$ cat config.mk
export PLATFORM = sky130hd
export DESIGN_NAME = rstation_issue
export DESIGN_NICKNAME = d
export VERILOG_FILES = /design/src/rtl/rstation_issue.sv
export SDC_FILE = /design/constraint.sdc
export NUM_CORES = 1
export LEC_CHECK = 0
export CORE_ASPECT_RATIO = 0.6
export CORE_UTILIZATION = 53
export CTS_CLUSTER_DIAMETER = 40
export DETAILED_ROUTE_END_ITERATION = 10
export PLACE_DENSITY = 0.76
export SLEW_MARGIN = 25
export SYNTH_ARGS = -nofsm -noshare
export SYNTH_HDL_FRONTEND = slang
export SYNTH_SLANG_ARGS = --single-unit
$ cat constraint.sdc
create_clock -name clk -period 2.7 [get_ports clk]
set_input_delay 0.405 -clock clk [delete_from_list [all_inputs] [get_ports clk]]
set_output_delay 0.405 -clock clk [all_outputs]
set_load 0.01 [all_outputs]
$ cat src/rtl/rstation_issue.sv
// rstation_issue: in-order reservation-station queue and issue stage feeding the register file,
// followed by a one-cycle execute stage. Optional same-cycle empty-queue bypass: RS_BYPASS_EN.
module rstation_issue #(
    parameter int DEPTH = 4,
    parameter int OP_W  = 5
) (
    input  logic                   clk,
    input  logic                   rst,
    input  logic                   in_valid,
    output logic                   in_ready,
    input  logic [2:0]             in_a_addr,
    input  logic [2:0]             in_b_addr,
    input  logic [2:0]             in_dest_addr,
    input  logic                   in_dest_wr,
    input  logic                   in_w_flags,
    input  logic [OP_W-1:0]        in_op,
    input  logic [15:0]            in_pc,
    input  logic                   ex_stall,
    input  logic                   flush,
    output logic [2:0]             r_a_addr,
    output logic [2:0]             r_b_addr,
    output logic [15:0]            r_pc,
    output logic                   ex_valid,
    output logic [OP_W-1:0]        ex_op,
    output logic                   dest_r_wr,
    output logic [2:0]             dest_r_addr,
    output logic                   dest_w_flags,
    output logic [$clog2(DEPTH):0] count
);
    localparam int PTR_W = $clog2(DEPTH);
    localparam int CNT_W = PTR_W + 1;
    localparam logic [CNT_W-1:0] FULL_CNT = CNT_W'(DEPTH);

    logic [2:0]       q_a    [DEPTH];
    logic [2:0]       q_b    [DEPTH];
    logic [2:0]       q_dest [DEPTH];
    logic             q_wr   [DEPTH];
    logic             q_wf   [DEPTH];
    logic [OP_W-1:0]  q_op   [DEPTH];
    logic [15:0]      q_pc   [DEPTH];

    logic [PTR_W-1:0] head;
    logic [PTR_W-1:0] tail;

    logic empty;
    logic full;
    logic push;
    logic push_q;
    logic pop;
    logic bypass;
    logic issue;

    logic [2:0]      iss_a;
    logic [2:0]      iss_b;
    logic [2:0]      iss_dest;
    logic            iss_wr;
    logic            iss_wf;
    logic [OP_W-1:0] iss_op;
    logic [15:0]     iss_pc;

    // Execute-stage copies of the read fields, replayed to the register file while stalled.
    logic [2:0]  ex_a;
    logic [2:0]  ex_b;
    logic [15:0] ex_pc;
    logic        ex_wr;
    logic        ex_wf;

    assign empty    = (count == '0);
    assign full     = (count == FULL_CNT);
    assign in_ready = ~full & ~rst & ~flush;
    assign push     = in_valid & in_ready;

`ifdef RS_BYPASS_EN
    assign bypass = empty & push & ~ex_stall;
`else
    assign bypass = 1'b0;
`endif

    assign pop    = ~empty & ~ex_stall & ~flush;
    assign issue  = pop | bypass;
    assign push_q = push & ~bypass;

    always_comb begin
        iss_a    = q_a[head];
        iss_b    = q_b[head];
        iss_dest = q_dest[head];
        iss_wr   = q_wr[head];
        iss_wf   = q_wf[head];
        iss_op   = q_op[head];
        iss_pc   = q_pc[head];
        if (bypass) begin
            iss_a    = in_a_addr;
            iss_b    = in_b_addr;
            iss_dest = in_dest_addr;
            iss_wr   = in_dest_wr;
            iss_wf   = in_w_flags;
            iss_op   = in_op;
            iss_pc   = in_pc;
        end
    end

    always_comb begin
        r_a_addr = '0;
        r_b_addr = '0;
        r_pc     = '0;
        if (!rst && !flush) begin
            if (issue) begin
                r_a_addr = iss_a;
                r_b_addr = iss_b;
                r_pc     = iss_pc;
            end else if (ex_stall) begin
                r_a_addr = ex_a;
                r_b_addr = ex_b;
                r_pc     = ex_pc;
            end
        end
    end

    always_ff @(posedge clk) begin
        if (push_q) begin
            q_a[tail]    <= in_a_addr;
            q_b[tail]    <= in_b_addr;
            q_dest[tail] <= in_dest_addr;
            q_wr[tail]   <= in_dest_wr;
            q_wf[tail]   <= in_w_flags;
            q_op[tail]   <= in_op;
            q_pc[tail]   <= in_pc;
        end
    end

    // Occupancy is tracked explicitly; full/empty never come from pointer compare.
    always_ff @(posedge clk) begin
        if (rst || flush) begin
            head  <= '0;
            tail  <= '0;
            count <= '0;
        end else begin
            if (push_q) begin
                tail <= tail + PTR_W'(1);
            end
            if (pop) begin
                head <= head + PTR_W'(1);
            end
            case ({push_q, pop})
                2'b10:   count <= count + CNT_W'(1);
                2'b01:   count <= count - CNT_W'(1);
                default: count <= count;
            endcase
        end
    end

    // Idle cycles clear the execute registers so a later stall replays zeros, not stale fields.
    always_ff @(posedge clk) begin
        if (rst || flush) begin
            ex_valid    <= 1'b0;
            ex_op       <= '0;
            dest_r_addr <= '0;
            ex_wr       <= 1'b0;
            ex_wf       <= 1'b0;
            ex_a        <= '0;
            ex_b        <= '0;
            ex_pc       <= '0;
        end else if (!ex_stall) begin
            ex_valid <= issue;
            if (issue) begin
                ex_op       <= iss_op;
                dest_r_addr <= iss_dest;
                ex_wr       <= iss_wr;
                ex_wf       <= iss_wf;
                ex_a        <= iss_a;
                ex_b        <= iss_b;
                ex_pc       <= iss_pc;
            end else begin
                ex_op       <= '0;
                dest_r_addr <= '0;
                ex_wr       <= 1'b0;
                ex_wf       <= 1'b0;
                ex_a        <= '0;
                ex_b        <= '0;
                ex_pc       <= '0;
            end
        end
    end

    assign dest_r_wr    = ex_valid & ex_wr & ~ex_stall;
    assign dest_w_flags = ex_valid & ex_wf & ~ex_stall;

endmodule

==> impl_metrics.prom, run 1 <==
# TYPE chip_impl_metric gauge
chip_impl_metric{name="nNetsFinal",unit=""} 481
chip_impl_metric{name="starting_density_of_the_core",unit=""} 0.557
chip_impl_metric{name="core_region_area",unit="um^2"} 11600
chip_impl_metric{name="floorplan.die.width",unit="um"} 144
chip_impl_metric{name="maxClockFrequency",unit="MHz"} 411
chip_impl_metric{name="die_height",unit="um"} 87.4
chip_impl_metric{name="synthesis.nets",unit=""} 370
chip_impl_metric{name="route.antenna.remaining_nets",unit=""} 0
chip_impl_metric{name="postRouteWirelength",unit="um"} 12700
chip_impl_metric{name="antenna_cells",unit=""} 0
chip_impl_metric{name="globalRoute.totalOverflow",unit=""} 0
chip_impl_metric{name="worst_path_largest_cell_delay",unit="ps"} 460
chip_impl_metric{name="die_area",unit="um^2"} 12600
chip_impl_metric{name="port_buffers",unit=""} 73
chip_impl_info{name="synth.largest_area_cell",value="sky130_fd_sc_hd__edfxtp_1"} 1
chip_impl_metric{name="tns",unit="ps"} 0
chip_impl_metric{name="final_hold_viol_count",unit=""} 0
chip_impl_info{name="path_common_cell",value="sky130_fd_sc_hd__inv_1"} 1
chip_impl_metric{name="drt_pass1_iterations",unit=""} 4
chip_impl_metric{name="tightest_slew",unit="ps"} 320
chip_impl_metric{name="final_worst_path_setup_slack",unit="ps"} 266
chip_impl_metric{name="worst_ep_required_time",unit="ps"} 3050
chip_impl_metric{name="filler_cell_count",unit=""} 719
chip_impl_metric{name="power_per_cell_area",unit="nW/um^2"} 664
chip_impl_metric{name="cts.sink_count",unit=""} 170
chip_impl_metric{name="final_layout_size_suffix_gt1_frac",unit=""} 0.257
chip_impl_metric{name="min_period_over_period",unit=""} 0.901
chip_impl_metric{name="ys_warn_count",unit=""} 0
chip_impl_metric{name="min_period",unit="ps"} 2430
chip_impl_metric{name="slew_headroom",unit=""} 0.785
chip_impl_metric{name="detailed_place_hpwl",unit="um"} 7780
chip_impl_info{name="ys.flop_type",value="sky130_fd_sc_hd__edfxtp_1"} 1
chip_impl_metric{name="largest_net_degree_at_the_start_of_global_routing",unit=""} 25
chip_impl_metric{name="gpl.final_weighted_congestion",unit=""} 0.721
chip_impl_metric{name="final.hold.worst_slack",unit="ps"} 480
chip_impl_info{name="criticalPathCategory",value="reg -> reg"} 1
chip_impl_metric{name="place_worst_setup_slack",unit="ps"} -13.3
chip_impl_info{name="cpMaxStageDelayCell",value="sky130_fd_sc_hd__dfxtp_1"} 1
chip_impl_metric{name="synthesis_to_finish_area_growth",unit="%"} 29.1
chip_impl_metric{name="flip_flop_and_latch_count_after_synthesis",unit=""} 170
chip_impl_metric{name="synth_seq_area_share",unit=""} 0.728
chip_impl_metric{name="first_iter_violations",unit=""} 301
chip_impl_metric{name="worst_skew_pair.late_latency",unit="ps"} 420
chip_impl_metric{name="layout.cell_area.non_filler",unit="um^2"} 8310
chip_impl_metric{name="via_per_inst",unit=""} 5.69
chip_impl_metric{name="yosysUniqueCellTypes",unit=""} 33
chip_impl_metric{name="max-clock-path-buffers",unit=""} 2
chip_impl_info{name="synth.area.top_cells",value="sky130_fd_sc_hd__edfxtp_1, sky130_fd_sc_hd__dfxtp_1, sky130_fd_sc_hd__mux4_2"} 1
chip_impl_metric{name="grt_pass1_wl",unit="um"} 19100
chip_impl_metric{name="top_level_ports",unit=""} 74
chip_impl_metric{name="maxCapViolations",unit=""} 0
chip_impl_metric{name="synth_enable_flop_cells",unit=""} 128
chip_impl_metric{name="power.static_leakage",unit="nW"} 3.21
chip_impl_metric{name="worst_ep_arrival_time",unit="ps"} 2780
chip_impl_metric{name="cts-htree-levels",unit=""} 4
chip_impl_metric{name="clock_buffers_created_by_tritoncts",unit=""} 17
chip_impl_metric{name="via_count",unit=""} 3477
chip_impl_metric{name="power",unit="mW"} 5.52
chip_impl_info{name="tritoncts",value="done"} 1
chip_impl_metric{name="syn-mean-instance-area",unit="um^2"} 19.7
chip_impl_metric{name="synthDominantCellAreaShare",unit=""} 0.597
chip_impl_info{name="worst_setup_path_end_kind",value="register"} 1
chip_impl_metric{name="grt_pass1_vias",unit=""} 3439
chip_impl_metric{name="synth-async-reset-ratio",unit=""} 0
chip_impl_metric{name="grtUsageTotal",unit=""} 0.216
chip_impl_metric{name="worstPathBufferInverterCount",unit=""} 2
chip_impl_metric{name="floorplan.rows",unit=""} 30
chip_impl_info{name="crit_path_cell_trace",value="or3b_1 > and3_1 > inv_1 > ha_1 > inv_1 > fa_1 > xor2_1 > or3_1 > a21oi_1"} 1
chip_impl_metric{name="hold_buffers",unit=""} 0
chip_impl_info{name="outcome",value="finished clean"} 1
chip_impl_info{name="clk_root_buf",value="sky130_fd_sc_hd__clkbuf_16"} 1
chip_impl_info{name="crit_path_start_kind",value="register"} 1
chip_impl_info{name="hp-class",value="reg -> reg"} 1
chip_impl_metric{name="clk_pin_slew_worst_paths",unit="ps"} 60
chip_impl_metric{name="final.setup_skew",unit="ps"} 9.46
chip_impl_metric{name="postSynthCellCount",unit=""} 327
chip_impl_metric{name="grt_antenna_before_repair",unit=""} 0
chip_impl_metric{name="mappedNetlistArea",unit="um^2"} 6440
chip_impl_metric{name="cp_max_fo",unit=""} 5
chip_impl_metric{name="finalMaxSlewViolations",unit=""} 0
chip_impl_metric{name="final-setup-viol-count",unit=""} 0
chip_impl_metric{name="peakVddDrop",unit="mV"} 0.486
chip_impl_info{name="rsz0062_at_grt",value="no"} 1
chip_impl_metric{name="post-route-drc-count",unit=""} 0
chip_impl_info{name="cp_top_family",value="simple AND/OR/NAND/NOR gates"} 1
chip_impl_metric{name="post_dp_cell_area",unit="um^2"} 7520
chip_impl_metric{name="wl_per_cell",unit="um"} 20.8
cell usage after synthesis (all sizes together) (2+ instances only):
cell type    n
buf         15
mux2i        2
xor2         2
a22o        54
nor3         3
and2         7
ha           5
nand2        2
nor2         6
edfxtp     128
mux4        32
a21oi        3
clkbuf       4
mux2         2
dfxtp       42
inv          8
and3b        2
flip-flops by register name, summed over array words and instances (netlist names), 2 cells and up, named ones only:
| name | flops |
|---|---|
| count | 3 |
| dest_r_addr | 3 |
| ex_a | 3 |
| ex_b | 3 |
| ex_op | 5 |
| ex_pc | 16 |
| head | 2 |
| q_a | 12 |
| q_b | 12 |
| q_dest | 12 |
| q_op | 20 |
| q_pc | 64 |
| q_wf | 4 |
| q_wr | 4 |
| tail | 2 |
metal layers:
layer,vias up,track usage,wire [um]
li1,1566,-,-
met1,1798,0.297,5780
met2,107,0.331,6000
met3,6,0.0814,856
met4,0,0.0450,53
met5,-,0,0
cell families after synthesis:
| group | after synthesis | synth area share |
|---|---|---|
| buffers and inverters | 28 | 0.0284 |
| multiplexers | 36 | 0.124 |
| flip-flops | 170 | 0.728 |
| adder cells (fa/ha/maj) | 6 | 0.0128 |
| AO/OA/AOI/OAI | 60 | 0.0805 |
| XOR/XNOR | 2 | 0.00272 |
| AND/OR/NAND/NOR | 25 | 0.0237 |
through the flow:
| step | instances | util |
|---|---|---|
| finish | 611 | 0.719 |
| global route | 611 | 0.719 |
| CTS | 607 | 0.711 |
| detailed placement | 568 | 0.651 |
| global placement | 568 | 0.651 |
| floorplan | 327 | - |
final cells by class:
cell class              instances  area [um^2]  share of cell area
clock buffers                  18          429              0.0516
clock inverters                14          188              0.0226
inverters                       8         30.0             0.00361
multi-input cells             129         1580               0.190
flip-flops and latches        170         4690               0.564
well taps                     160          200              0.0241
repair buffers                112         1200               0.144
worst paths after layout:
check	startpoint	to	slack (ps)	depth (start not counted)
hold reg to reg	dest_r_addr[2]	dest_r_addr[2]	480	1
setup / recovery	count[2]	count[2]	270	9
setup reg to reg	count[2]	count[2]	270	9
hold / removal	dest_r_addr[2]	dest_r_addr[2]	480	1
power breakdown:
part	leakage [nW]	internal, mW	switching, mW	total, mW
clock	0.298	1.48	1.03	2.51
combinational	1.42	0.0903	0.0824	0.173
sequential	1.50	2.83	0.00833	2.84
cell usage in the layout, fill, tap and decap left out, types with 7 or more instances in the layout:
cell                                n
sky130_fd_sc_hd__a22o_1            46
sky130_fd_sc_hd__a22o_2             8
sky130_fd_sc_hd__buf_12             7
sky130_fd_sc_hd__buf_4             29
sky130_fd_sc_hd__clkbuf_16         17
sky130_fd_sc_hd__clkdlybuf4s50_1   51
sky130_fd_sc_hd__dfxtp_1           40
sky130_fd_sc_hd__dlymetal6s2s_1    22
sky130_fd_sc_hd__edfxtp_1         128
sky130_fd_sc_hd__inv_1              8
sky130_fd_sc_hd__mux4_2            26
timing repair:
action	4_1_cts	5_1_grt
setup endpoints to repair	22	22
gates resized for setup	8	27
gates cloned	1	1
pin swaps	0	1
setup buffers	6	3
No activity file was read; power rests on OpenSTA's default activity.
==> run 2, diff against run 1 <==
--- a/config.mk
+++ b/config.mk
@@ -5,6 +5,7 @@
 export SDC_FILE = /design/constraint.sdc
 export NUM_CORES = 1
 export LEC_CHECK = 0
+export ABC_AREA = 1
 export CORE_ASPECT_RATIO = 0.6
 export CORE_UTILIZATION = 53
 export CTS_CLUSTER_DIAMETER = 40
==> run 2 against run 1 <==
Hold slack got worse by 23 ps. Highest routed layer unchanged. Area after synthesis is 5.4% higher. Die area rose by 5.3%. Cell count rose by 47%. Count of clock-buffer cells in the layout is the same. Clock power decreased by 6%. Sequential power barely moved. Total power fell by 2.2%.
==> impl_metrics.prom, run 2 <==
# TYPE chip_impl_metric gauge
chip_impl_metric{name="synth_compound_area_frac",unit=""} 0.0496
chip_impl_info{name="main_combinational_cell_family_by_area_after_synthesis",value="simple AND/OR/NAND/NOR gates"} 1
chip_impl_metric{name="drt_pass1_iterations",unit=""} 5
chip_impl_info{name="hp-class",value="reg -> reg"} 1
chip_impl_metric{name="final_hold_viol_count",unit=""} 0
chip_impl_metric{name="r2r_cells",unit=""} 12
chip_impl_metric{name="postSynthCellCount",unit=""} 634
chip_impl_metric{name="filler_cell_count",unit=""} 889
chip_impl_info{name="cp_top_family",value="buffers and inverters"} 1
chip_impl_metric{name="die_height",unit="um"} 89.7
chip_impl_metric{name="syn-mean-instance-area",unit="um^2"} 10.7
chip_impl_metric{name="clk_pin_slew_worst_paths",unit="ps"} 60
chip_impl_metric{name="layout.cell_area.non_filler",unit="um^2"} 8460
chip_impl_metric{name="tightest_slew",unit="ps"} 448
chip_impl_metric{name="cp_max_fo",unit=""} 7
chip_impl_info{name="crit_path_start_kind",value="primary input"} 1
chip_impl_metric{name="worst_ep_required_time",unit="ps"} 2300
chip_impl_metric{name="simple_gate_share_of_the_synthesized_area",unit=""} 0.188
chip_impl_metric{name="top_level_ports",unit=""} 74
chip_impl_metric{name="core_region_area",unit="um^2"} 12300
chip_impl_metric{name="postRouteWirelength",unit="um"} 14600
chip_impl_metric{name="synthesis.nets",unit=""} 677
chip_impl_metric{name="final.setup_skew",unit="ps"} 7.39
chip_impl_metric{name="grtUsageTotal",unit=""} 0.238
chip_impl_metric{name="hold_crit_depth",unit=""} 2
chip_impl_metric{name="min_period_over_period",unit=""} 0.969
chip_impl_info{name="clk_root_buf",value="sky130_fd_sc_hd__clkbuf_16"} 1
chip_impl_metric{name="peakVddDrop",unit="mV"} 0.434
chip_impl_metric{name="synthDominantCellAreaShare",unit=""} 0.566
chip_impl_info{name="outcome",value="finished clean"} 1
chip_impl_info{name="synth.area.top_cells",value="sky130_fd_sc_hd__edfxtp_1, sky130_fd_sc_hd__dfxtp_1, sky130_fd_sc_hd__nand2_1"} 1
chip_impl_metric{name="route.antenna.remaining_nets",unit=""} 0
chip_impl_info{name="yosysMostFrequentCell",value="sky130_fd_sc_hd__nand2_1"} 1
chip_impl_metric{name="final-setup-viol-count",unit=""} 0
chip_impl_metric{name="yosysUniqueCellTypes",unit=""} 21
chip_impl_metric{name="max-clock-path-buffers",unit=""} 2
chip_impl_metric{name="gpl.final_weighted_congestion",unit=""} 0.763
chip_impl_info{name="rsz0062_at_grt",value="no"} 1
chip_impl_metric{name="cts-htree-levels",unit=""} 4
chip_impl_info{name="layout.cells.most_common",value="sky130_fd_sc_hd__nand2_1"} 1
chip_impl_info{name="criticalPathCategory",value="in -> out"} 1
chip_impl_metric{name="largest_net_degree_at_the_start_of_global_routing",unit=""} 44
chip_impl_metric{name="port_buffers",unit=""} 73
chip_impl_info{name="synth_commonest_cells",value="sky130_fd_sc_hd__nand2_1, sky130_fd_sc_hd__edfxtp_1, sky130_fd_sc_hd__nand3_1"} 1
chip_impl_metric{name="finalMaxSlewViolations",unit=""} 0
chip_impl_metric{name="final.hold.worst_slack",unit="ps"} 458
chip_impl_metric{name="grt_pass1_vias",unit=""} 4543
chip_impl_metric{name="via_per_inst",unit=""} 5.26
chip_impl_info{name="worst_setup_path_end_kind",value="output port"} 1
chip_impl_metric{name="synth_enable_flop_cells",unit=""} 128
chip_impl_metric{name="final_layout_size_suffix_gt1_frac",unit=""} 0.105
chip_impl_metric{name="ys_warn_count",unit=""} 0
chip_impl_metric{name="r2r_setup_slack",unit="ps"} 350
chip_impl_metric{name="synthesis_to_finish_area_growth",unit="%"} 24.6
chip_impl_info{name="crit_path_cell_trace",value="clkdlybuf4s50_1 > inv_1 > nand2_1 > a21oi_4 > buf_6 > nand3_1 > a21oi_1 > clkdlybuf4s50_1"} 1
chip_impl_metric{name="worst_path_largest_cell_delay",unit="ps"} 550
chip_impl_metric{name="place_worst_setup_slack",unit="ps"} 12.7
chip_impl_metric{name="die_area",unit="um^2"} 13300
chip_impl_metric{name="maxClockFrequency",unit="MHz"} 382
chip_impl_metric{name="wl_per_cell",unit="um"} 16.3
chip_impl_info{name="tritoncts",value="done"} 1
chip_impl_metric{name="nNetsFinal",unit=""} 763
chip_impl_info{name="reg2reg_from",value="count[2]"} 1
chip_impl_info{name="registers.top_by_ff_count",value="q_pc"} 1
chip_impl_metric{name="synth-async-reset-ratio",unit=""} 0
chip_impl_metric{name="worstPathBufferInverterCount",unit=""} 4
chip_impl_metric{name="worst_skew_pair.late_latency",unit="ps"} 410
chip_impl_metric{name="synthAdderAreaFrac",unit=""} 0.0122
chip_impl_info{name="hold-path-endpoint",value="ex_wr"} 1
chip_impl_info{name="synth.largest_area_cell",value="sky130_fd_sc_hd__edfxtp_1"} 1
chip_impl_info{name="regToRegEndpoint",value="count[2]"} 1
chip_impl_metric{name="portion_of_netlist_area_occupied_by_mux_cells",unit=""} 0
chip_impl_metric{name="clock_buffers_created_by_tritoncts",unit=""} 17
chip_impl_info{name="mostFrequentLayoutCells",value="sky130_fd_sc_hd__nand2_1, sky130_fd_sc_hd__edfxtp_1, sky130_fd_sc_hd__nand3_1, sky130_fd_sc_hd__clkdlybuf4s50_1"} 1
chip_impl_metric{name="synthXorXnorAreaFrac",unit=""} 0.00129
chip_impl_metric{name="antenna_cells",unit=""} 0
chip_impl_metric{name="first_iter_violations",unit=""} 385
chip_impl_metric{name="floorplan.die.width",unit="um"} 148
chip_impl_metric{name="grt_antenna_before_repair",unit=""} 0
chip_impl_metric{name="cts.sink_count",unit=""} 170
chip_impl_metric{name="synth_seq_area_share",unit=""} 0.690
chip_impl_metric{name="hold_buffers",unit=""} 0
chip_impl_metric{name="mappedNetlistArea",unit="um^2"} 6790
chip_impl_metric{name="post-route-drc-count",unit=""} 0
chip_impl_metric{name="slew_headroom",unit=""} 0.701
chip_impl_info{name="ys.flop_type",value="sky130_fd_sc_hd__edfxtp_1"} 1
chip_impl_info{name="path_common_cell",value="sky130_fd_sc_hd__clkdlybuf4s50_1"} 1
chip_impl_metric{name="flip_flop_and_latch_count_after_synthesis",unit=""} 170
chip_impl_metric{name="via_count",unit=""} 4722
chip_impl_info{name="cpMaxStageDelayCell",value="sky130_fd_sc_hd__clkdlybuf4s50_1"} 1
chip_impl_metric{name="post_dp_cell_area",unit="um^2"} 7820
chip_impl_metric{name="globalRoute.totalOverflow",unit=""} 0
chip_impl_metric{name="min_period",unit="ps"} 2620
chip_impl_metric{name="grt_pass1_wl",unit="um"} 23200
chip_impl_info{name="min-delay-start",value="ex_wr"} 1
chip_impl_metric{name="floorplan.rows",unit=""} 31
chip_impl_metric{name="number_of_flip_flops_under_the_largest_register_name",unit=""} 64
chip_impl_metric{name="starting_density_of_the_core",unit=""} 0.554
chip_impl_metric{name="power_per_cell_area",unit="nW/um^2"} 638
chip_impl_metric{name="worst_ep_arrival_time",unit="ps"} 2210
chip_impl_metric{name="final_worst_path_setup_slack",unit="ps"} 84.0
chip_impl_metric{name="maxCapViolations",unit=""} 0
chip_impl_metric{name="tns",unit="ps"} 0
chip_impl_metric{name="detailed_place_hpwl",unit="um"} 9220
chip_impl_metric{name="power.static_leakage",unit="nW"} 3.26
chip_impl_info{name="layout_top_registers",value="q_pc: 64 flops, q_op: 20 flops, ex_pc: 16 flops"} 1
run 2: repair_timing:
item	4_1_cts	5_1_grt
resized for setup	0	14
buffers inserted	1	2
setup endpoints to repair	1	21
run 2: kinds of logic after synthesis:
| kind of cell | after synthesis |
|---|---|
| AND/OR/NAND/NOR | 296 |
| flip-flops | 170 |
| AO/OA/AOI/OAI | 65 |
| buffers and inverters | 96 |
| XOR/XNOR | 1 |
| adder cells (fa/ha/maj) | 6 |
run 2: worst max path at each step:
stage / cells past startpoint / to / startpoint / slack, ps
final: 8 / r_a_addr[0] / flush / 80
after global routing: 7 / r_b_addr[1] / register / 2
after CTS: 7 / r_pc[14] / register / 10
after detailed placement: 12 / count[2] / flush / 10
after global placement: 8 / r_pc[10] / flush / 110
after floorplan: 3 / q_a[0][0] / flush / 50
run 2: cell type report:
cell class,count,area [um^2],area share
Clock inverter,14,146,0.0173
Inverter,63,239,0.0283
Multi-Input combinational cell,368,1730,0.205
Clock buffer,18,429,0.0507
Timing Repair Buffer,100,1020,0.120
Sequential cell,170,4690,0.554
Tap cell,165,206,0.0244
run 2: metrics by stage:
step                utilization  power, mW  cells
floorplan                     -       2.96    634
global placement          0.638       3.07    863
finish                    0.690       5.40    898
detailed placement        0.638       3.08    863
global route              0.690       5.57    898
CTS                       0.686       5.43    896
run 2: layer usage:
layer / up-vias / GRT usage / wire (um)
met2: 193 / 0.388 / 6820
met1: 2230 / 0.326 / 6550
met3: 15 / 0.0530 / 1090
met4: 0 / 0.0769 / 137
li1: 2284 / - / -
met5: - / 0 / 0
run 2: where the power goes:
part / internal, mW / total [mW] / switching [mW]
sequential: 2.83 / 2.83 / 0.00645
clock: 1.37 / 2.37 / 1.00
combinational: 0.0844 / 0.194 / 0.109
run 2: tightest hold or removal path: stages, from the launching register on:
cell and delay [ps]:
sky130_fd_sc_hd__dfxtp_1 310, sky130_fd_sc_hd__nand2_1 50, sky130_fd_sc_hd__a21oi_1 50
==> run 3, diff against run 2 <==
--- a/config.mk
+++ b/config.mk
@@ -7,10 +7,9 @@
 export LEC_CHECK = 0
 export ABC_AREA = 1
 export CORE_ASPECT_RATIO = 0.6
-export CORE_UTILIZATION = 53
-export CTS_CLUSTER_DIAMETER = 40
+export CORE_UTILIZATION = 56
 export DETAILED_ROUTE_END_ITERATION = 10
-export PLACE_DENSITY = 0.76
+export PLACE_DENSITY = 0.79
 export SLEW_MARGIN = 25
 export SYNTH_ARGS = -nofsm -noshare
 export SYNTH_HDL_FRONTEND = slang
==> run 3 against run 2 <==
Design area is 0.87% higher. Utilization is 4.8 points higher. Global-route usage is 1.8 points higher. Flip-flop and latch count stayed put. Die area is 5.3% lower. Highest routed layer unchanged. Critical path type unchanged. Via count is 0.97% higher. Routed wire length is 1.2% higher. Register-to-register slack better by 270 ps. Combinational power hardly changed. Cell count is 0.56% lower. Non-clock buffer count stayed put. First-iteration DRC count is 2.1% lower.
==> impl_metrics.prom, run 3 (synthesis results as in run 2) <==
# TYPE chip_impl_metric gauge
chip_impl_info{name="crit_path_start_kind",value="primary input"} 1
chip_impl_metric{name="maxCapViolations",unit=""} 0
chip_impl_metric{name="worst_ep_required_time",unit="ps"} 2300
chip_impl_info{name="layout.cells.most_common",value="sky130_fd_sc_hd__nand2_1"} 1
chip_impl_metric{name="number_of_flip_flops_under_the_largest_register_name",unit=""} 64
chip_impl_info{name="worst_setup_path_end_kind",value="output port"} 1
chip_impl_metric{name="nNetsFinal",unit=""} 763
chip_impl_metric{name="max-clock-path-buffers",unit=""} 2
chip_impl_metric{name="via_count",unit=""} 4768
chip_impl_metric{name="clock_buffers_created_by_tritoncts",unit=""} 17
chip_impl_metric{name="largest_net_degree_at_the_start_of_global_routing",unit=""} 65
chip_impl_metric{name="final.setup_skew",unit="ps"} 8.26
chip_impl_metric{name="grt_use_met1",unit=""} 0.328
chip_impl_metric{name="post_dp_cell_area",unit="um^2"} 7890
chip_impl_metric{name="worst_skew_pair.late_latency",unit="ps"} 430
chip_impl_metric{name="power_per_cell_area",unit="nW/um^2"} 634
chip_impl_metric{name="r2r_setup_slack",unit="ps"} 620
chip_impl_metric{name="grtUsageTotal",unit=""} 0.256
chip_impl_metric{name="layout.cell_area.non_filler",unit="um^2"} 8530
chip_impl_metric{name="final_worst_path_setup_slack",unit="ps"} 91.4
chip_impl_metric{name="min_period_over_period",unit=""} 0.966
chip_impl_metric{name="final-setup-viol-count",unit=""} 0
chip_impl_metric{name="postRouteWirelength",unit="um"} 14800
chip_impl_metric{name="grt_pass1_wl",unit="um"} 23300
chip_impl_metric{name="route.antenna.remaining_nets",unit=""} 0
chip_impl_info{name="clk_root_buf",value="sky130_fd_sc_hd__clkbuf_16"} 1
chip_impl_metric{name="finalMaxSlewViolations",unit=""} 0
chip_impl_metric{name="synthesis_to_finish_area_growth",unit="%"} 25.7
chip_impl_metric{name="drt_pass1_iterations",unit=""} 5
chip_impl_metric{name="worst_ep_arrival_time",unit="ps"} 2200
chip_impl_metric{name="tns",unit="ps"} 0
chip_impl_info{name="mostFrequentLayoutCells",value="sky130_fd_sc_hd__nand2_1, sky130_fd_sc_hd__edfxtp_1, sky130_fd_sc_hd__nand3_1, sky130_fd_sc_hd__inv_1, sky130_fd_sc_hd__a21oi_1"} 1
chip_impl_metric{name="cts-htree-levels",unit=""} 4
chip_impl_metric{name="cts.sink_count",unit=""} 170
chip_impl_metric{name="post-route-drc-count",unit=""} 0
chip_impl_metric{name="final_layout_size_suffix_gt1_frac",unit=""} 0.104
chip_impl_metric{name="hold_buffers",unit=""} 0
chip_impl_metric{name="antenna_cells",unit=""} 0
chip_impl_metric{name="gpl.final_weighted_congestion",unit=""} 0.820
chip_impl_metric{name="power.static_leakage",unit="nW"} 3.42
chip_impl_info{name="grt.busiest_layer",value="met2"} 1
chip_impl_metric{name="grt_antenna_before_repair",unit=""} 0
chip_impl_metric{name="core_region_area",unit="um^2"} 11600
chip_impl_info{name="hp-class",value="reg -> reg"} 1
chip_impl_metric{name="first_iter_violations",unit=""} 377
chip_impl_info{name="criticalPathCategory",value="in -> out"} 1
chip_impl_metric{name="clk_pin_slew_worst_paths",unit="ps"} 70
chip_impl_metric{name="via_per_inst",unit=""} 5.34
chip_impl_metric{name="groute.layer.met3.usage",unit=""} 0.0594
chip_impl_metric{name="peakVddDrop",unit="mV"} 0.469
chip_impl_metric{name="final_hold_viol_count",unit=""} 0
chip_impl_metric{name="wl_per_cell",unit="um"} 16.6
chip_impl_metric{name="min_period",unit="ps"} 2610
chip_impl_metric{name="top_level_ports",unit=""} 74
chip_impl_metric{name="floorplan.die.width",unit="um"} 144
chip_impl_info{name="outcome",value="finished clean"} 1
chip_impl_metric{name="tightest_slew",unit="ps"} 341
chip_impl_metric{name="floorplan.rows",unit=""} 30
chip_impl_metric{name="grt.met2_usage",unit=""} 0.426
chip_impl_metric{name="place_worst_setup_slack",unit="ps"} 27.7
chip_impl_info{name="registers.top_by_ff_count",value="q_pc"} 1
chip_impl_info{name="layout_top_registers",value="q_pc: 64 flops, q_op: 20 flops, ex_pc: 16 flops"} 1
chip_impl_metric{name="maxClockFrequency",unit="MHz"} 383
chip_impl_metric{name="port_buffers",unit=""} 73
chip_impl_metric{name="slew_headroom",unit=""} 0.772
chip_impl_metric{name="grt_pass1_vias",unit=""} 4712
chip_impl_metric{name="globalRoute.totalOverflow",unit=""} 0
chip_impl_metric{name="cp_max_fo",unit=""} 11
chip_impl_metric{name="detailed_place_hpwl",unit="um"} 9210
chip_impl_metric{name="die_area",unit="um^2"} 12600
chip_impl_metric{name="starting_density_of_the_core",unit=""} 0.587
chip_impl_metric{name="die_height",unit="um"} 87.3
chip_impl_info{name="tritoncts",value="done"} 1
-- run 3: repair_timing --
item / CTS / global route
gates resized for setup: 0 / 21
setup endpoints to repair: 0 / 20
buffers inserted: 0 / 1
-- run 3: stage by stage --
step | util | hold WS (ps) | power (mW) | instances
after global placement | 0.683 | 453 | 3.07 | 860
after floorplan | - | 437 | 2.96 | 634
after global routing | 0.738 | 490 | 5.56 | 893
final | 0.738 | 466 | 5.41 | 893
after detailed placement | 0.683 | 457 | 3.08 | 860
after CTS | 0.733 | 466 | 5.43 | 892
-- run 3: report_power, final --
part           leakage [nW]  switching [mW]  internal [mW]  total, mW
sequential             1.50         0.00686           2.83       2.83
combinational          1.65           0.111         0.0869      0.197
clock                 0.276            1.01           1.37       2.38
total                  3.42            1.13           4.28       5.41
-- run 3: metal layers --
layer / share of wire / up-vias / wire, um
li1: - / 2296 / -
met1: 0.43 / 2284 / 6430
met2: 0.48 / 162 / 7100
met3: 0.066 / 26 / 982
met4: 0.019 / 0 / 274
met5: 0 / - / 0
-- run 3: worst max-delay path, cell delays in order --
cell and delay, ps:
sky130_fd_sc_hd__clkdlybuf4s50_1 440, sky130_fd_sc_hd__inv_1 80, sky130_fd_sc_hd__nand2_1 80, sky130_fd_sc_hd__a21oi_4 260, sky130_fd_sc_hd__buf_12 180, sky130_fd_sc_hd__nand3_2 70
sky130_fd_sc_hd__a21oi_1 130, sky130_fd_sc_hd__clkdlybuf4s50_1 550
-- run 3: final timing paths --
| kind | end | from | cells after the start |
|---|---|---|---|
| worst max-delay path | r_pc[7] | flush | 8 |
| worst min-delay path | dest_r_addr[0] | dest_r_addr[0] | 2 |
| worst max register to register | count[2] | count[2] | 10 |
| worst min register to register | dest_r_addr[0] | dest_r_addr[0] | 2 |
-- run 3: final cells by class --
class / instances / area (um^2)
inverter: 63 / 239
fill: 799 / 3030
timing repair buffer: 100 / 1100
multi-input combinational: 368 / 1730
clock inverter: 14 / 148
clock buffer: 18 / 429
tap: 160 / 200
sequential: 170 / 4690
==> patch: new RTL, settings of run 2 <==
Add a define of `RS_BYPASS_EN`.
--- a/src/rtl/rstation_issue.sv
+++ b/src/rtl/rstation_issue.sv
@@ -1,5 +1,7 @@
 // rstation_issue: in-order reservation-station queue and issue stage feeding the register file,
 // followed by a one-cycle execute stage. Optional same-cycle empty-queue bypass: RS_BYPASS_EN.
+`define RS_BYPASS_EN
+
 module rstation_issue #(
     parameter int DEPTH = 4,
     parameter int OP_W  = 5
Behaviour: not the same (a bounded check fails within 4 cycles, from zero or initial values).
==> patch against run 2 <==
Routed wire length grew 13%. Area after synthesis grew 10%. Clock skew grew 0.0046 ns. Non-clock buffer count grew 12. Power grew 2.7%. Sequential cell count is the same. Largest power group unchanged. Final area grew 11%. Highest routed layer unchanged. Die area grew 10%. Worst setup slack lost 0.037 ns. Largest cell class unchanged.
==> patch: results <==
group,metric,value,unit
sta,timing.fmax,377,MHz
sta,max_slew_margin,0.682,
setup_path,critPathLaunch,"rst",
global_route,grtUsageMet2,0.385,
synthesis,synth_edf_count,128,
synthesis,syn_nets,816,
finish,multiInputGateArea,2240,um2
place,globalplace.congestion,0.778,
synthesis,yosysWarnings,0,
global_route,grt_first_pass_wirelength,25800,um
finish,fin_cells,1075,
setup_path,worst_r2r_path_depth,13,
synthesis,yosysSeqAreaShare,0.626,
route,vias,5367,
outcome,status,"finished, final reports clean",
setup_path,cp-endpoint,"r_pc[2]",
global_route,grt_usage,0.236,
synthesis,ys_async_sr_fraction,0,
sta,whs,0.499,ns
finish,drive_gt1_frac,0.138,
synthesis,synth_area_per_cell,9.68,um2
power_and_ir_drop,power.density,593,nW/um2
clock_tree,cts_buffer_depth,2,
setup_path,slowest_delay,0.52,ns
setup_path,regToRegEndpoint,"count[2]",
global_route,grt_start_max_net_pins,39,
clock_tree,postCtsSetupBuffers,2,
worst_hold_path,hold_start,"head[0]",
finish,final_nets,913,
route,drt_wl_total,16600,um
power_and_ir_drop,powerClk,2.51,mW
route,dr.pass1.iters,5,
sta,finClkSkew,0.0120,ns
synthesis,synth_cell_type_count,29,
synthesis,synth_compound_area_frac,0.0217,
synthesis,synthAdderAreaFrac,0.0110,
power_and_ir_drop,comb_cell_power,0.212,mW
global_route,use_met3,0.0470,
power_and_ir_drop,p_int,4.39,mW
place,dpl_cell_area,8560,um2
setup_path,r2r_start,"count[1]",
clock_tree,cts_resized,4,
power_and_ir_drop,p_leak,4.30,nW
worst_hold_path,hold_depth,1,
synthesis,synth.cells.most_frequent,"nand2_1 (206), edfxtp_1 (128), nor2_1 (110)",
synthesis,synth.area.top_cells,"edfxtp_1 (51%), dfxtp_1 (11%), nand2_1 (10%), nor2_1 (5.5%), inv_1 (4.4%)",
finish,reg_top3,"q_pc x64, q_op x20, ex_pc x16",
global_route,antenna_found_initial,0,
route,first_iter_violations,475,
place,dp_slack,-0.00198,ns
synthesis,synth-xor-area-share,0.00117,
setup_path,arrival,2.25,ns
power_and_ir_drop,vdd.ir_drop.worst,0.442,mV
place,dp_hpwl,9950,um
setup_path,reg2reg_slack,0.51,ns
global_route,gr-usage-met1,0.328,
finish,fillers,1009,
global_route,grt_pass1_vias,5059,
worst_hold_path,min_to,"head[0]",
place,numPlacedInstances,1034,
==> patch: cell types whose count changed after synthesis, moves of 27 or more <==
cell / run 2 / this run
inv_1: 61 / 88
nand3_1: 79 / 41
nor2_1: 11 / 110
nand2_2: 0 / 27
a21oi_1: 60 / 15
or2_1: 0 / 40
==> patch: cell type report <==
cell class | count | share of cell area
tap | 192 | 0.0257
clock inverter | 14 | 0.0198
sequential | 170 | 0.502
clock buffer | 18 | 0.0459
inverter | 94 | 0.0379
multi-input combinational | 475 | 0.240
timing repair buffer | 112 | 0.128
==> patch: worst register-to-register path, delay by kind of cell (launching register included) <==
family	cells	cell delay [ns]
AO/OA/AOI/OAI	4	0.46
adder cells (fa/ha/maj)	2	0.52
buffers and inverters	4	0.36
flip-flops	1	0.35
AND/OR/NAND/NOR	3	0.39
==> patch: layer usage <==
metal	wire, um	vias to the layer above
met5	0	-
met4	143	0
met3	1040	16
met2	7750	171
met1	7620	2568
li1	-	2612
